--- src/rtl/traffic_pkg.sv ---
// -----------------------------------------------------------------------------
// traffic_pkg
// Shared constants for the intersection controller front-end: sensor bit
// indices on the controller's sensors[4:0] bus and the default mask that
// selects latched call channels versus level presence channels.
// -----------------------------------------------------------------------------
package traffic_pkg;

    localparam int SENSOR_COUNT = 5;

    // Bit positions on the sensors bus.
    localparam int SENS_LEFT_MAIN     = 0;
    localparam int SENS_LEFT_CROSS    = 1;
    localparam int SENS_TRAFFIC_CROSS = 2;
    localparam int SENS_WALK_MAIN     = 3;
    localparam int SENS_WALK_CROSS    = 4;

    typedef logic [SENSOR_COUNT-1:0] sensor_vec_t;

    // 1 = latched call (button), 0 = level presence (loop detector).
    // Only the cross-traffic loop is a level channel.
    localparam sensor_vec_t DEFAULT_LATCH_MASK = sensor_vec_t'(
        (1 << SENS_LEFT_MAIN)  | (1 << SENS_LEFT_CROSS) |
        (1 << SENS_WALK_MAIN)  | (1 << SENS_WALK_CROSS));

endpackage : traffic_pkg

--- src/rtl/debounce_chan.sv ---
// -----------------------------------------------------------------------------
// debounce_chan
// One sensor channel: two-flop synchronizer, stability counter, debounced
// level flop and a one-cycle pulse on each accepted rising transition.
//
// Ports
//   clk           system clock
//   reset         synchronous, active-high reset
//   raw_i         unsynchronized raw input
//   stable_o      debounced level (registered)
//   stable_next_o value stable_o takes at the coming edge (lets the parent
//                 register derived state on the same edge)
//   press_pulse_o one-cycle pulse on each debounced 0->1 transition
// -----------------------------------------------------------------------------
module debounce_chan #(
    parameter int DEBOUNCE_CYCLES = 500000,
    parameter int CNT_W           = 19
) (
    input  logic clk,
    input  logic reset,
    input  logic raw_i,
    output logic stable_o,
    output logic stable_next_o,
    output logic press_pulse_o
);

    localparam logic [CNT_W-1:0] CNT_LAST = CNT_W'(DEBOUNCE_CYCLES - 1);

    logic             sync1_q;
    logic             sync2_q;
    logic             stable_q;
    logic             stable_d;
    logic [CNT_W-1:0] cnt_q;
    logic [CNT_W-1:0] cnt_d;
    logic             press_q;
    logic             press_d;

    // The counter only runs while the synchronized input disagrees with the
    // accepted level; any return to agreement restarts it, so glitches shorter
    // than DEBOUNCE_CYCLES never reach stable_q and cnt never passes CNT_LAST.
    always_comb begin
        // NOTE: every output of this block gets a default first so no path
        // leaves a variable unassigned, which would infer a latch.
        cnt_d    = cnt_q;
        stable_d = stable_q;
        if (sync2_q == stable_q) begin
            cnt_d = '0;
        end else if (cnt_q == CNT_LAST) begin
            stable_d = sync2_q;
            cnt_d    = '0;
        end else begin
            cnt_d = cnt_q + 1'b1;
        end
        press_d = stable_d & ~stable_q;
    end

    // NOTE: state registers use non-blocking assignments so every flop samples
    // pre-edge values, regardless of statement order.
    always_ff @(posedge clk) begin
        if (reset) begin
            sync1_q  <= 1'b0;
            sync2_q  <= 1'b0;
            stable_q <= 1'b0;
            cnt_q    <= '0;
            press_q  <= 1'b0;
        end else begin
            sync1_q  <= raw_i;
            sync2_q  <= sync1_q;
            stable_q <= stable_d;
            cnt_q    <= cnt_d;
            press_q  <= press_d;
        end
    end

    assign stable_o      = stable_q;
    assign stable_next_o = stable_d;
    assign press_pulse_o = press_q;

endmodule : debounce_chan

--- src/rtl/sensor_conditioner.sv ---
// -----------------------------------------------------------------------------
// sensor_conditioner
// Conditions raw push-button and loop-sensor inputs into clean requests for
// the intersection controller. Every channel is synchronized and debounced;
// call channels hold their request until the controller acknowledges service,
// presence channels follow the debounced level.
//
// Ports
//   clk          system clock (50 MHz)
//   reset        synchronous, active-high reset
//   raw_sensors  unsynchronized button/loop inputs, active-high
//   clear        per-channel service acknowledge, one-cycle pulse
//   sensors      conditioned requests (bit map in traffic_pkg)
//   stable       debounced level per channel
//   press_pulse  one-cycle pulse on each debounced 0->1 transition
// -----------------------------------------------------------------------------
module sensor_conditioner
    import traffic_pkg::*;
#(
    parameter int          N               = SENSOR_COUNT,
    parameter int          DEBOUNCE_CYCLES = 500000,
    parameter int          CNT_W           = 19,
    parameter logic [N-1:0] LATCH_MASK     = DEFAULT_LATCH_MASK
) (
    input  logic         clk,
    input  logic         reset,
    input  logic [N-1:0] raw_sensors,
    input  logic [N-1:0] clear,
    output logic [N-1:0] sensors,
    output logic [N-1:0] stable,
    output logic [N-1:0] press_pulse
);

    logic [N-1:0] stable_next;
    logic [N-1:0] rise;
    logic [N-1:0] sensors_q;
    logic [N-1:0] sensors_d;

    for (genvar gi = 0; gi < N; gi++) begin : g_chan
        debounce_chan #(
            .DEBOUNCE_CYCLES (DEBOUNCE_CYCLES),
            .CNT_W           (CNT_W)
        ) u_debounce_chan (
            .clk           (clk),
            .reset         (reset),
            .raw_i         (raw_sensors[gi]),
            .stable_o      (stable[gi]),
            .stable_next_o (stable_next[gi]),
            .press_pulse_o (press_pulse[gi])
        );
    end

    // Rising debounced edge happening at the coming clock edge.
    assign rise = stable_next & ~stable;

    // Latched channels: a set event wins over a simultaneous clear, and only a
    // fresh rising edge sets, so a button held across its clear stays cleared.
    // Level channels register the next debounced level, which keeps them
    // cycle-aligned with stable and ignores clear.
    always_comb begin
        sensors_d = ((rise | (sensors_q & ~clear)) &  LATCH_MASK)
                  | (stable_next                   & ~LATCH_MASK);
    end

    always_ff @(posedge clk) begin
        if (reset) begin
            sensors_q <= '0;
        end else begin
            sensors_q <= sensors_d;
        end
    end

    assign sensors = sensors_q;

endmodule : sensor_conditioner
--- config.mk ---
export PLATFORM = sky130hd
export DESIGN_NAME = sensor_conditioner
export DESIGN_NICKNAME = d
export VERILOG_FILES = /design/src/rtl/traffic_pkg.sv /design/src/rtl/debounce_chan.sv /design/src/rtl/sensor_conditioner.sv
export SDC_FILE = /design/constraint.sdc
export NUM_CORES = 1
export LEC_CHECK = 0
export ABC_CLOCK_PERIOD_IN_PS = 3000
export CORE_AREA = 2 2 136 138
export CTS_CLUSTER_DIAMETER = 50
export DETAILED_ROUTE_END_ITERATION = 6
export DIE_AREA = 0 0 138 140
export GPL_TIMING_DRIVEN = 0
export HOLD_SLACK_MARGIN = 0.12
export SYNTH_ARGS = -nofsm -noshare
export SYNTH_HDL_FRONTEND = slang
export SYNTH_SLANG_ARGS = --single-unit
export TNS_END_PERCENT = 50
--- constraint.sdc ---
create_clock -name clk -period 3 [get_ports clk]
set_clock_uncertainty 0.05 [all_clocks]
set_input_delay 0.3 -clock clk [delete_from_list [all_inputs] [get_ports clk]]
set_output_delay 0.3 -clock clk [all_outputs]
set_load 0.03 [all_outputs]
==> reports/qor.yml <==
run_status:
  status: "complete, no violations"
global_route:
  grt-ovfl-total: 0
  grt_pass1_vias: 3814
  grt_use_total_pct: 11.2
  grt_max_degree: 17
  antenna_found_initial: 0
  grt_pass1_wl_um: 18000
route:
  first_pass_iters: 4
  wl_per_cell_um: 12.0
  drc: 0
  ant_nets: 0
  wirelength_um: 10500
  drtIter0Drc: 273
  viasPerCell: 4.76
  dr_total_vias: 4178
placed_design:
  placement.cell_area_mm2: 0.00581
  place_ws_ns: 0.504
  io_buffers: 25
  gp_congestion: 0.830
  hpwl_um: 7280
final_layout:
  stdcell_area_mm2: 0.00643
  area_delta_synth_final_pct: 21.9
  antenna_cells: 0
  final_layout_size_suffix_gt1_share_pct: 10.0
  nets: 653
synthesis:
  synthMuxAreaShare_pct: 0
  synth-main-ff-cell: "dfxtp_1"
  yosysTopAreaCell: "dfxtp_1"
  synthTopCellsByArea: "dfxtp_1 (45%), nor2_1 (6.1%), xnor2_1 (5.5%), xor2_1 (5.5%), nand3_1 (3.5%)"
  synth_xor_area_share_pct: 11.0
  synth_edf_count: 0
  synth_cell_types: 45
  synth_seq_cells: 119
  syn_nets: 609
  synthCells: 592
  async_reset_ff_share_pct: 0
  synth_compound_area_share_pct: 7.86
  yosysMostFrequentCell: "dfxtp_1"
  synth_common_cells: "dfxtp_1 (119), nor2_1 (85), nand3_1 (37)"
  synth_simple_gate_area_share_pct: 30.4
  avgSynthCellArea_um2: 8.90
  synthAdderAreaFrac_pct: 1.19
  synth_top_family_by_area: "simple AND/OR/NAND/NOR gates"
  synth_area_mm2: 0.00527
  yosys_warnings: 0
  seq_area_frac_synth_pct: 45.2
  synth_top_area_share_pct: 45.2
critical_path:
  critical_path.max_fanout: 10
  r2r_slack_ns: 0.68
  endpoint_kind: "flip-flop"
  startpoint_type: "flip-flop"
  critical_path_class: "flip-flop to flip-flop"
  arrival_ns: 2.56
  rr_worst_depth: 7
  required_ns: 3.24
power_and_ir_drop:
  leakagePower_uw: 0.00197
  irDropWorstVdd_uv: 384
  p_per_area_mw_per_mm2: 583
sta:
  final_hold_viol_count: 0
  max_slew_margin_pct: 54.1
  min_period_ns: 2.32
  worst_slack_ns: 0.680
  rsz0062_at_grt: "no"
  setup_viol: 0
  worstMarginPinSlew_ns: 0.688
  slew_violations: 0
  clock.fmax_mhz: 431
  fin_crit_sh_pct: 77.3
  finalSetupTns_ns: 0
cts:
  postCtsSetupRepairBufs: 0
  clock_path_buffers: 2
  cts-buffers-inserted: 17
  cts_hold_buf: 0
  cts.sinks: 119
  htreeDepth: 4
  clk_pin_slew_ns: 0.05
  root_buffer: "clkbuf_16"
  clock_latency_ns: 0.42
  ctsResizeCount: 0
  cts_tree: "built"
min_path:
  hold_path.class: "flip-flop to flip-flop"
  worstHoldPathCells: 1
floorplanning:
  num_rows: 49
  die-area_mm2: 0.0193
  io_pins: 27
  start_util_pct: 29.6
  coreArea_mm2: 0.0178
  die_h_um: 140
  die_w_um: 138
job:
  max_cap_violations: 0
-- routing by layer --
metal  GRT usage (%)  vias to the layer above  part of all wire [%]
met4            4.99                        0                   1.5
met1            14.8                     1923                    52
met2            17.0                       50                    44
met5               0                        -                     0
li1                -                     2191                     -
met3            3.38                       14                   3.2
-- power breakdown --
part / switching (uW) / internal [uW]
registers: 5.42 / 1590
clock network: 691 / 1410
logic: 24.7 / 23.6
total: 721 / 3020
-- flip-flops by register name, indices dropped and copies added (netlist names) --
| register | count |
|---|---|
| g_chan.u_debounce_chan.cnt_q | 95 |
| g_chan.u_debounce_chan.sync2_q | 5 |
| g_chan.u_debounce_chan.sync1_q | 5 |
| g_chan.u_debounce_chan.press_pulse_o | 5 |
| g_chan.u_debounce_chan.stable_o | 4 |
| sensors | 5 |
-- critical path: stages, from the launching register on --
cell	delay [ns]
dfxtp_1	0.36
ha_1	0.23
nand4_1	0.26
nor2_1	0.30
a211o_1	0.16
clkbuf_1	0.35
clkbuf_1	0.38
nor2_1	0.10
-- placed cells by master, fill, tap and decap left out, types with 4 or more instances in the layout --
| cell | Yosys | final |
|---|---|---|
| and3_1 | 6 | 6 |
| nand2_1 | 30 | 30 |
| nand2b_1 | 6 | 6 |
| ha_1 | 5 | 5 |
| clkbuf_16 | 0 | 17 |
| xnor2_1 | 33 | 33 |
| or4_1 | 16 | 16 |
| a21oi_1 | 33 | 33 |
| o21ai_0 | 13 | 13 |
| dfxtp_1 | 119 | 119 |
| nand3_1 | 37 | 37 |
| clkbuf_8 | 0 | 5 |
| xor2_1 | 33 | 33 |
| clkbuf_1 | 11 | 13 |
| and4_1 | 9 | 9 |
| nand4_1 | 27 | 27 |
| or2_2 | 4 | 4 |
| nor2_1 | 85 | 85 |
| clkinv_2 | 0 | 4 |
| inv_1 | 14 | 14 |
| nor2b_1 | 11 | 11 |
| nand4b_1 | 4 | 4 |
| clkdlybuf4s50_1 | 0 | 25 |
| nor3_1 | 11 | 11 |
| buf_4 | 12 | 12 |
| o31ai_1 | 11 | 11 |
| or3_1 | 12 | 12 |
| nor4_1 | 15 | 15 |
-- layout make-up --
type | instances | area (um^2)
Buffer | 29 | 180
Clock buffer | 24 | 502
Clock inverter | 8 | 118
Fill cell | 1809 | 11400
Inverter | 14 | 52.6
Multi-Input combinational cell | 430 | 2660
Sequential cell | 119 | 2380
Tap cell | 229 | 287
Timing Repair Buffer | 25 | 250
-- worst paths after layout --
path,start,endpoint
max,g_chan[1].u_debounce_chan.cnt_q[0],g_chan[1].u_debounce_chan.cnt_q[6]
min,g_chan[4].u_debounce_chan.sync1_q,g_chan[4].u_debounce_chan.sync2_q
max reg2reg,g_chan[1].u_debounce_chan.cnt_q[0],g_chan[1].u_debounce_chan.cnt_q[6]
min reg2reg,g_chan[4].u_debounce_chan.sync1_q,g_chan[4].u_debounce_chan.sync2_q
-- metrics by stage --
stage          utilization (%)  hold WS, ns  instances  total power (uW)
2_1_floorplan                -        0.364        592              1650
3_3_place_gp              32.7        0.370        846              1680
3_5_place_dp              32.7        0.371        846              1680
4_1_cts                   36.1        0.360        878              3810
5_1_grt                   36.1        0.375        878              3880
6_report                  36.1        0.379        878              3740
-- cells by family after synthesis --
family | count (synthesis)
xor+xnor | 66
simple gates | 292
fa+ha+maj | 5
buf+inv | 43
flops | 119
compound gates | 67
(Power assumes the default switching activity.)
